$ cat src/rtl/trace_arb_pkg.sv
// trace_arb_pkg: shared state encoding, default sizes and record layout
// for the trace arbiter and its round-robin picker.
package trace_arb_pkg;
   localparam int DEF_NUM_REQ = 4;
   localparam int DEF_WIDTH   = 2;
   localparam int DEF_CNT_W   = 16;

   typedef enum logic {ST_EMPTY, ST_FULL} state_t;

   // Record layout at the default sizes; the top re-declares it at its own widths.
   typedef struct packed {
      logic [$clog2(DEF_NUM_REQ)-1:0] src;
      logic [DEF_WIDTH-1:0]           a;
      logic [DEF_WIDTH-1:0]           b;
      logic [DEF_WIDTH-1:0]           res;
   } rec_t;
endpackage

$ cat src/rtl/trace_arbiter_rr_pick.sv
// rr_pick: combinational round-robin picker; first set request at or after
// ptr wins, found by a priority encode over the request vector seen twice.
module rr_pick
   import trace_arb_pkg::*;
#(
   parameter int N  = DEF_NUM_REQ,
   parameter int PW = $clog2(N)
) (
   input  logic [N-1:0]  req,
   input  logic [PW-1:0] ptr,
   output logic          any,
   output logic [N-1:0]  gnt,
   output logic [PW-1:0] idx
);
   logic [2*N-1:0] dbl;

   always_comb begin
      dbl = {req, req} & {{N{1'b1}}, ~((N'(1) << ptr) - N'(1))};
      idx = '0;
      // Scan downward so the lowest masked position wins; upper copy covers the wrap.
      for (int i = 2*N-1; i >= 0; i--) if (dbl[i]) idx = PW'(i);
      any = |req;
      gnt = any ? N'(1) << idx : '0;
   end
endmodule

$ cat src/rtl/trace_arbiter.sv
// trace_arbiter: round-robin share of one AND-and-trace datapath among
// NUM_REQ requesters, with a single registered valid/ready output slot.
module trace_arbiter
   import trace_arb_pkg::*;
#(
   parameter int NUM_REQ = DEF_NUM_REQ,
   parameter int WIDTH   = DEF_WIDTH,
   parameter int CNT_W   = DEF_CNT_W,
   localparam int PW     = $clog2(NUM_REQ)
) (
   input  logic                     clock,
   input  logic                     reset,
   input  logic [NUM_REQ-1:0]       req_valid,
   input  logic [NUM_REQ*WIDTH-1:0] req_a,
   input  logic [NUM_REQ*WIDTH-1:0] req_b,
   output logic [NUM_REQ-1:0]       req_ready,
   output logic                     out_valid,
   input  logic                     out_ready,
   output logic [PW-1:0]            out_src,
   output logic [WIDTH-1:0]         out_a,
   output logic [WIDTH-1:0]         out_b,
   output logic [WIDTH-1:0]         out_res,
   output logic [CNT_W-1:0]         grant_count
);
   typedef struct packed {
      logic [PW-1:0]    src;
      logic [WIDTH-1:0] a;
      logic [WIDTH-1:0] b;
      logic [WIDTH-1:0] res;
   } trace_rec_t;

   state_t             state_q;
   trace_rec_t         rec_q, rec_d;
   logic [PW-1:0]      ptr_q, idx;
   logic [CNT_W-1:0]   cnt_q;
   logic [NUM_REQ-1:0] gnt;
   logic               any, accept;

   rr_pick #(.N(NUM_REQ)) u_pick (
      .req(req_valid),
      .ptr(ptr_q),
      .any(any),
      .gnt(gnt),
      .idx(idx)
   );

   always_comb begin
      accept    = reset && any && (state_q == ST_EMPTY || out_ready);
      req_ready = accept ? gnt : '0;
      rec_d.src = idx;
      rec_d.a   = req_a[int'(idx)*WIDTH +: WIDTH];
      rec_d.b   = req_b[int'(idx)*WIDTH +: WIDTH];
      rec_d.res = rec_d.a & rec_d.b;
   end

   always_ff @(posedge clock) begin
      if (!reset) begin
         state_q <= ST_EMPTY;
         ptr_q   <= '0;
         rec_q   <= '0;
         cnt_q   <= '0;
      end else if (accept) begin
         state_q <= ST_FULL;
         ptr_q   <= idx + PW'(1);
         rec_q   <= rec_d;
         cnt_q   <= cnt_q + CNT_W'(~&cnt_q);
      end else if (out_ready) begin
         state_q <= ST_EMPTY;
      end
   end

   assign out_valid   = (state_q == ST_FULL);
   assign out_src     = rec_q.src;
   assign out_a       = rec_q.a;
   assign out_b       = rec_q.b;
   assign out_res     = rec_q.res;
   assign grant_count = cnt_q;
endmodule

$ cat config.mk
export PLATFORM = sky130hd
export DESIGN_NAME = trace_arbiter
export DESIGN_NICKNAME = d
export VERILOG_FILES = /design/src/rtl/trace_arb_pkg.sv /design/src/rtl/trace_arbiter_rr_pick.sv /design/src/rtl/trace_arbiter.sv
export SDC_FILE = /design/constraint.sdc
export NUM_CORES = 1
export LEC_CHECK = 0
export ABC_AREA = 1
export CORE_ASPECT_RATIO = 0.75
export CORE_MARGIN = 10
export CORE_UTILIZATION = 50
export DETAILED_ROUTE_END_ITERATION = 16
export DONT_BUFFER_PORTS = 1
export PLACE_DENSITY = 0.68
export SYNTH_ARGS = -nofsm -noshare
export SYNTH_HDL_FRONTEND = slang
export SYNTH_SLANG_ARGS = --single-unit
$ cat constraint.sdc
create_clock -name clock -period 1.73 [get_ports clock]
set_input_delay 0.346 -clock clock [delete_from_list [all_inputs] [get_ports clock]]
set_output_delay 0.346 -clock clock [all_outputs]
set_load 0.05 [all_outputs]
==> results of run 1 <==
-- where the power goes --
group | switching (uW) | leakage [uW] | total, uW | internal [uW]
combinational | 282 | 0.000822 | 486 | 204
sequential | 86.1 | 0.000230 | 731 | 644
clock | 204 | 0.0000217 | 367 | 164
-- Yosys cell counts, types with 3 or more instances --
cell      count  share of area (%)
a21oi_1      20                6.0
o21ai_0      13                3.9
nor2_1       19                4.3
nand4_1       3                1.1
nand3_2       5                3.0
nand2_1      50                 11
nor2_2        3                1.1
ha_1          7                5.2
inv_2         3               0.67
inv_1        39                8.8
nor3_2        3                1.8
nand2_4       3                2.0
nand3_1      18                5.4
dfxtp_1      27                 32
nand3b_1      3                1.3
-- per-layer routing --
metal | vias to the layer above | share of wire, %
met4 | 0 | 2.3
met3 | 14 | 8.5
li1 | 868 | -
met5 | - | 0
met1 | 786 | 43
met2 | 55 | 46
-- cell families after synthesis --
group | after synthesis
buffers and inverters | 50
DFF | 27
AOI/OAI and AO/OA | 40
adders and majority gates | 7
and+or+nand+nor | 114
xor gates and xnor gates | 3
-- worst max-delay path by stage --
stage | start | end | slack (ns) | cells past startpoint
CTS | ptr_q[1]$_SDFFE_PN0P_ | req_ready[1] | -0.15 | 10
floorplan | grant_count[7]$_SDFFE_PN0P_ | grant_count[14]$_SDFFE_PN0P_ | -0.14 | 14
global placement | grant_count[8]$_SDFFE_PN0P_ | grant_count[14]$_SDFFE_PN0P_ | -0.03 | 14
finish | ptr_q[1]$_SDFFE_PN0P_ | out_res[0]$_SDFFE_PN0P_ | -0.20 | 13
detailed placement | grant_count[8]$_SDFFE_PN0P_ | grant_count[14]$_SDFFE_PN0P_ | -0.06 | 14
global route | ptr_q[1]$_SDFFE_PN0P_ | out_res[0]$_SDFFE_PN0P_ | -0.27 | 13
-- through the flow --
step	power, uW	setup WS (ns)	setup TNS [ns]
after detailed placement	1090	-0.0613	-0.187
after global routing	1670	-0.271	-3.74
after CTS	1540	-0.153	-0.878
final	1580	-0.197	-1.64
after global placement	1080	-0.0320	-0.0537
after floorplan	993	-0.145	-0.626
-- worst max-delay path: stages, from the launching register on --
cell	delay, ns
dfxtp_4	0.39
inv_2	0.06
a21oi_4	0.14
nand3_4	0.16
buf_4	0.18
buf_4	0.12
buf_4	0.12
buf_4	0.12
buf_4	0.12
nor2_2	0.08
nand3_2	0.08
nand2_1	0.07
nand2_1	0.08
a21oi_2	0.14
-- layout make-up --
class	count	area (um^2)	area share, %
clock buffers	3	41.3	1.68
clock inverters	1	7.51	0.306
inverters	44	180	7.34
multi-input cells	164	1170	47.6
flip-flops and latches	27	578	23.6
well taps	40	50.0	2.04
repair buffers	50	429	17.5
-- state kept, by name, indices dropped and copies added (netlist names) --
name and cells:
out_a 2, out_src 2, grant_count 16, ptr_q 2, out_b 2, out_res 2
out_valid 1
-- what timing repair did --
| action | 4_1_cts | 5_1_grt |
|---|---|---|
| pin swaps | 16 | 14 |
| hold buffers | 0 | 0 |
| gates resized for setup | 27 | 41 |
| setup endpoints to repair | 9 | 20 |
| setup buffers | 15 | 1 |
-- layout by cell type, fill, tap and decap left out, drive strengths merged --
cell	n
o21a	2
buf	50
nand3	23
nand3b	3
dfxtp	27
nand2	55
and3	1
inv	44
clkbuf	3
xnor2	2
nor2	24
a211oi	1
o21ai	13
a21oi	22
clkinvlp	1
xor2	1
a31oi	2
nand4	3
nor3	5
ha	7
==> impl_metrics.yaml, run 1 <==
global_route:
  busiest_layer: "met2"
  overflow: 0
  grt_pass1_wl_um: 7990
  grt_use_met3_pct: 6.03
  track_usage_pct: 15.7
  use_met2_pct: 23.2
  grt_max_degree: 18
  antenna_found_initial: 0
  globalRouteMet1Util_pct: 20.7
  grt_pass1_vias: 1679
finish:
  synthToLayoutAreaGrowth_pct: 46.9
  final.fill_count: 241
  nets: 320
  n_antenna_cell: 0
  utilization_pct: 75.7
  final_area_mm2: 0.00245
  stdcell_count: 329
  final_layout_size_suffix_gt1_share_pct: 50.9
critical_path:
  reg2reg_depth: 13
  path_class: "flop to flop"
  startpoint_type: "flop"
  r2r-start: "ptr_q[1]$_SDFFE_PN0P_"
  arrival_ns: 2.13
  ff2ff_setup_slack_ns: -0.20
  cp_data_required_time_ns: 1.94
  r2r_end: "out_res[0]$_SDFFE_PN0P_"
  path_max_fanout: 5
  end_kind: "flop"
power_and_ir_drop:
  max-vdd-ir-drop_mv: 0.643
  p_leak_uw: 0.00107
  powerDensity_mw_per_mm2: 646
floorplan:
  start_util_pct: 51.5
  dieArea_mm2: 0.00608
  die_w_um: 86.7
  pin_count: 52
  core-area_mm2: 0.00324
  rows: 18
  die-height_um: 70.1
synthesis:
  synth_edf_count: 0
  synth_area_per_cell_um2: 6.93
  async_flop_share_pct: 0
  synth_seq_cells: 27
  synth_top_family_by_area: "simple AND/OR/NAND/NOR gates"
  synthCells: 241
  netlist_area_mm2: 0.00167
  synth-compound-area-share_pct: 13.3
  seq_area_frac_synth_pct: 32.4
  yosys_most_used_dff: "dfxtp_1"
  synthAdderAreaFrac_pct: 5.24
  synth-simple-area-share_pct: 35.1
  synth_cell_types: 31
  syn_nets: 271
  synthMuxAreaShare_pct: 0
  synthXorXnorAreaFrac_pct: 1.57
  ys_warn_count: 0
routing:
  dr.pass1.iters: 4
  wirelength_um: 5010
  avgRoutedWirePerCell_um: 15.2
  vias: 1723
  drc: 0
  ant_nets: 0
  vias_per_cell: 5.24
  drtIter0Drc: 127
sta:
  worstMarginPinSlew_ns: 0.559
  finalSetupViolations: 16
  finalCriticalPeriod_ns: 1.93
  hold_slack_ns: 0.168
  layout_setup_ws_ns: -0.197
  finalMaxSlewViolations: 0
  rsz0062_at_grt: "yes"
  slew_headroom_pct: 62.7
  fin_crit_sh_pct: 111
  fin_skew_ns: 0.0128
  fmax_mhz: 519
  hold_viol: 0
run_status:
  violations: "negative setup slack"
  status: "finished with violations"
hold_path:
  hold_class: "primary input to flop"
  min_path_cells: 2
  min_to: "grant_count[13]$_SDFFE_PN0P_"
  worstHoldStart: "reset"
placed_design:
  gp_congestion: 0.818
  dpl.cell_count: 309
  hpwl_um: 3520
  dpl_cell_area_mm2: 0.00207
  port_buffers: 0
cts:
  root_buffer: "clkbuf_8"
  cts_tree: "built"
  clkSinkCount: 27
  htree_levels: 1
  cts_buffer_depth: 2
  clk_latency_ns: 0.28
  cts_buffers: 3
  clk_pin_slew_ns: 0.10
flow_run:
  maxCapViolations: 0
Note: power is estimated with default switching activity, not from simulation.
==> inputs of run 2 (changes only) <==
--- a/config.mk
+++ b/config.mk
@@ -8,10 +8,9 @@
 export ABC_AREA = 1
 export CORE_ASPECT_RATIO = 0.75
 export CORE_MARGIN = 10
-export CORE_UTILIZATION = 50
+export CORE_UTILIZATION = 42
 export DETAILED_ROUTE_END_ITERATION = 16
-export DONT_BUFFER_PORTS = 1
-export PLACE_DENSITY = 0.68
+export PLACE_DENSITY = 0.76
 export SYNTH_ARGS = -nofsm -noshare
 export SYNTH_HDL_FRONTEND = slang
 export SYNTH_SLANG_ARGS = --single-unit
==> run 2 against run 1 <==
  * Worst hold slack better by 0.30 ns
  * Die area increased by 14%
  * The run still ends with negative setup slack left
  * Critical path type is now flop to output port
  * Global-route usage down 0.88 points
  * Maximum frequency rose by 0.84%
  * Clock-buffer cell count unchanged
==> impl_metrics.yaml, run 2 (synthesized netlist as in run 1, its figures left out) <==
run_status:
  status: "finished with violations"
  violations: "negative setup slack"
cts:
  clk_latency_ns: 0.27
  clkSinkCount: 27
  cts_tree: "built"
  cts_buffer_depth: 2
  cts_buffers: 3
  root_buffer: "clkbuf_8"
  htree_levels: 1
  postCtsHoldBufs: 0
  clk_pin_slew_ns: 0.10
floorplan:
  rows: 19
  pin_count: 52
  dieArea_mm2: 0.00693
  die-height_um: 74.6
  core-area_mm2: 0.00376
  die_w_um: 92.8
  start_util_pct: 44.5
global_route:
  grt_pass1_vias: 1766
  overflow: 0
  track_usage_pct: 14.8
  grt_max_degree: 16
  grt_pass1_wl_um: 8510
  antenna_found_initial: 0
routing:
  drtIter0Drc: 155
  wirelength_um: 5410
  vias_per_cell: 4.86
  drc: 0
  avgRoutedWirePerCell_um: 13.9
  vias: 1890
  dr.pass1.iters: 4
  ant_nets: 0
finish:
  register_area_um2: 573
  n_antenna_cell: 0
  stdcell_count: 389
  final_layout_size_suffix_gt1_share_pct: 50.7
  largest_reg_flops: 16
  final.fill_count: 293
  final_area_mm2: 0.00286
  nets: 368
  layout_commonest_cell: "buf_4"
  synthToLayoutAreaGrowth_pct: 71.5
  multi_input_area_mm2: 0.00115
  final_cell_mix: "68 x buf_4, 42 x nand2_1, 28 x inv_1"
power_and_ir_drop:
  max-vdd-ir-drop_mv: 0.489
  powerDensity_mw_per_mm2: 572
  p_leak_uw: 0.00130
placed_design:
  hpwl_um: 4000
  dpl_cell_area_mm2: 0.00254
  gp_congestion: 0.846
  port_buffers: 51
  dpl.cell_count: 374
critical_path:
  path_max_fanout: 5
  arrival_ns: 1.56
  startpoint_type: "flop"
  reg2reg_depth: 14
  r2r-start: "grant_count[6]$_SDFFE_PN0P_"
  path_class: "flop to output port"
  end_kind: "output port"
  cp_data_required_time_ns: 1.38
  startpoint: "ptr_q[1]$_SDFFE_PN0P_"
sta:
  slew_headroom_pct: 76.6
  finalMaxSlewViolations: 0
  worstMarginPinSlew_ns: 0.348
  finalCriticalPeriod_ns: 1.91
  finalSetupViolations: 11
  hold_viol: 0
  fin_skew_ns: 0.00944
  fin_crit_sh_pct: 110
  rsz0062_at_grt: "yes"
  layout_setup_ws_ns: -0.181
  fmax_mhz: 523
hold_path:
  min_path_cells: 2
  hold_class: "flop to flop"
  worstHoldStart: "grant_count[13]$_SDFFE_PN0P_"
flow_run:
  maxCapViolations: 0
-- run 2: layer usage --
layer | part of all wire [%] | vias up | track usage [%]
met4 | 0.57 | 0 | 1.88
met2 | 49 | 49 | 25.2
li1 | - | 960 | -
met5 | 0 | - | 0
met1 | 45 | 877 | 19.6
met3 | 5.4 | 4 | 2.98
-- run 2: worst paths after layout --
kind	endpoint	slack [ns]
hold reg to reg	grant_count[13]$_SDFFE_PN0P_	0.47
setup reg to reg	grant_count[14]$_SDFFE_PN0P_	-0.11
setup / recovery	req_ready[1]	-0.18
hold / removal	grant_count[13]$_SDFFE_PN0P_	0.47
-- run 2: timing repair --
action | CTS | global route
setup endpoints to repair | 16 | 22
setup buffers | 4 | 7
gates resized for setup | 38 | 32
pin swaps | 16 | 21
-- run 2: through the flow --
stage	util, %	hold WS, ns	setup TNS, ns	total power [uW]	setup slack (ns)
after global placement	67.7	0.452	-5.15	1190	-0.395
after floorplan	-	0.457	-0.626	993	-0.145
after detailed placement	67.7	0.456	-6.44	1200	-0.436
final	76.2	0.469	-0.959	1640	-0.181
after global routing	76.2	0.508	-2.97	1730	-0.262
after CTS	71.8	0.470	-0.861	1590	-0.123
-- run 2: report_power, final --
part           leakage, uW  internal [uW]  switching (uW)
clock network    0.0000255            161             195
logic              0.00104            256             362
registers         0.000229            645            18.2
-- run 2: layout make-up --
class | instances | area share (%)
clock buffers | 3 | 1.44
clock inverters | 1 | 0.175
inverters | 44 | 6.20
multi-input cells | 164 | 40.1
flip-flops and latches | 27 | 20.0
well taps | 52 | 2.27
repair buffers | 98 | 29.8
-- run 2: worst max-delay path, stage by stage, from the launching register on --
cell	delay [ns]
dfxtp_2	0.37
nand2_2	0.06
nand2_2	0.07
nand2_2	0.07
nand2_4	0.08
nand2_4	0.10
inv_4	0.10
ha_4	0.13
inv_2	0.04
nor2_4	0.13
buf_12	0.14
==> inputs of run 3 (changes only) <==
--- a/config.mk
+++ b/config.mk
@@ -7,7 +7,6 @@
 export LEC_CHECK = 0
 export ABC_AREA = 1
 export CORE_ASPECT_RATIO = 0.75
-export CORE_MARGIN = 10
 export CORE_UTILIZATION = 42
 export DETAILED_ROUTE_END_ITERATION = 16
 export PLACE_DENSITY = 0.76
==> run 3 against run 2 <==
  * The run still ends with negative setup slack left
  * Worst hold slack improved by 0.0020 ns
  * Global-route usage increased by 12 points
  * Combinational power increased by 6.8%
  * Cell area increased by 2.8%
  * Critical path depth increased by 1
  * Critical endpoint is now grant_count[4]$_SDFFE_PN0P_
==> impl_metrics.yaml, run 3 (synthesized netlist as in run 1, its figures left out) <==
hold_path:
  min_path_cells: 2
  hold_class: "flop to flop"
finish:
  largest_reg_flops: 16
  final_cell_mix: "77 x buf_4, 44 x nand2_1, 27 x inv_1"
  synthToLayoutAreaGrowth_pct: 76.2
  final_layout_size_suffix_gt1_share_pct: 51.9
  layout_commonest_cell: "buf_4"
  nets: 378
  n_antenna_cell: 0
power_and_ir_drop:
  p_sw_share_pct: 35.7
  powerDensity_mw_per_mm2: 576
  p_seq_share_pct: 39.4
  p_leak_uw: 0.00136
  finalPower_uw: 1700
  p_sw_uw: 606
  power.internal_uw: 1090
  pwr-share-clk_pct: 21.7
  pwr-share-comb_pct: 38.9
  max-vdd-ir-drop_mv: 0.404
sta:
  fin_crit_sh_pct: 113
  slew_headroom_pct: 82.5
  finalMaxSlewViolations: 0
  rsz0062_at_grt: "yes"
  layout_setup_ws_ns: -0.226
  finalCriticalPeriod_ns: 1.96
  finalSetupViolations: 17
  hold_viol: 0
  worstMarginPinSlew_ns: 0.260
  fmax_mhz: 511
  hold_slack_ns: 0.471
  fin_skew_ns: 0.00570
critical_path:
  path_class: "flop to flop"
  arrival_ns: 2.13
  path_max_fanout: 3
  reg2reg_depth: 11
  startpoint_type: "flop"
  slowest_delay_ns: 0.37
  cp_data_required_time_ns: 1.90
  crit_chain: "inv_4 > nor3_4 > nand3_2 > inv_2 > nand4_1 > ha_1 > buf_4 > nand3_2 > nor2_4 > o21ai_0 > inv_1"
  crit_path_frequent_cell: "nand3_2"
  path_buf_inv: 4
  cpMaxStageDelayCell: "dfxtp_4"
  crit_cells: 11
  path_delay_family: "simple AND/OR/NAND/NOR gates"
  ff2ff_setup_slack_ns: -0.23
  end_kind: "flop"
run_status:
  status: "finished with violations"
  violations: "negative setup slack"
routing:
  avgRoutedWirePerCell_um: 14.4
  drc: 0
  drtIter0Drc: 90
  dr.pass1.iters: 4
  vias: 2025
  ant_nets: 0
  wirelength_um: 5750
  vias_per_cell: 5.08
floorplan:
  dieArea_mm2: 0.00424
  die-height_um: 56.6
  start_util_pct: 44.8
  pin_count: 52
  rows: 19
  core-area_mm2: 0.00373
  die_w_um: 74.8
cts:
  cts_tree: "built"
  htree_levels: 1
  postCtsHoldBufs: 0
  root_buffer: "clkbuf_8"
  clk_latency_ns: 0.28
  clk_pin_slew_ns: 0.10
  cts_buffers: 3
  cts_buffer_depth: 2
  clkSinkCount: 27
flow_run:
  maxCapViolations: 0
global_route:
  antenna_found_initial: 0
  overflow: 0
  track_usage_pct: 26.9
  grt_max_degree: 16
  grt_pass1_vias: 1809
  grt_pass1_wl_um: 8520
placed_design:
  hpwl_um: 3670
  gp_congestion: 0.839
  dp_slack_ns: -0.528
  port_buffers: 51
## run 3: cell count changes in the layout (fill, tap and decap cells not counted), sizes merged
cell / delta
dlygate4sd2: -2
inv: -1
clkinv: +1
clkdlybuf4s50: +1
clkbuf: +1
buf: +10
## run 3: cell type report
type                       instances  area (um^2)
tap                               52         65.1
timing repair buffer             108          923
fill                             238          790
multi-input combinational        164         1150
clock inverter                     1         5.00
inverter                          44          179
sequential                        27          576
clock buffer                       3         41.3
## run 3: worst register-to-register path, cell delays in order (launching register included)
cell	delay, ns
dfxtp_4	0.37
inv_4	0.04
nor3_4	0.21
nand3_2	0.10
inv_2	0.07
nand4_1	0.19
ha_1	0.30
buf_4	0.16
nand3_2	0.11
nor2_4	0.05
o21ai_0	0.19
inv_1	0.06
## run 3: what timing repair did
| item | CTS | global route |
|---|---|---|
| setup endpoints to repair | 19 | 23 |
| resized for setup | 42 | 30 |
| pin swaps | 14 | 24 |
| setup buffers | 13 | 4 |
## run 3: per-stage QoR
stage / setup TNS (ns) / cell area (um^2) / cells / util [%]
3_5_place_dp: -8.80 / 2570 / 378 / 68.9
6_report: -2.48 / 2940 / 399 / 78.8
2_1_floorplan: -0.626 / 1760 / 241 / -
3_3_place_gp: -7.85 / 2570 / 378 / 68.9
4_1_cts: -0.977 / 2820 / 395 / 75.7
5_1_grt: -3.97 / 2940 / 399 / 78.8
## run 3: routing by layer
metal / vias up / global-route usage [%] / part of all wire, %
met5: - / 0 / 0
met4: 0 / 9.70 / 3.8
met3: 22 / 4.49 / 5.7
met2: 89 / 43.2 / 48
met1: 931 / 35.9 / 43
li1: 983 / - / -
## run 3: path summary, 6_finish.rpt
path / startpoint / to
setup / recovery: grant_count[9]$_SDFFE_PN0P_ / grant_count[4]$_SDFFE_PN0P_
hold / removal: grant_count[13]$_SDFFE_PN0P_ / grant_count[13]$_SDFFE_PN0P_
setup reg to reg: grant_count[9]$_SDFFE_PN0P_ / grant_count[4]$_SDFFE_PN0P_
hold reg to reg: grant_count[13]$_SDFFE_PN0P_ / grant_count[13]$_SDFFE_PN0P_
## run 3: power by group through the flow
stage / Clock [uW] / Combinational [uW] / Sequential [uW]
finish: 368 / 660 / 668
global route: 399 / 699 / 671
floorplan: 0 / 231 / 762
detailed placement: 0 / 533 / 676
global placement: 0 / 524 / 675
CTS: 373 / 592 / 663
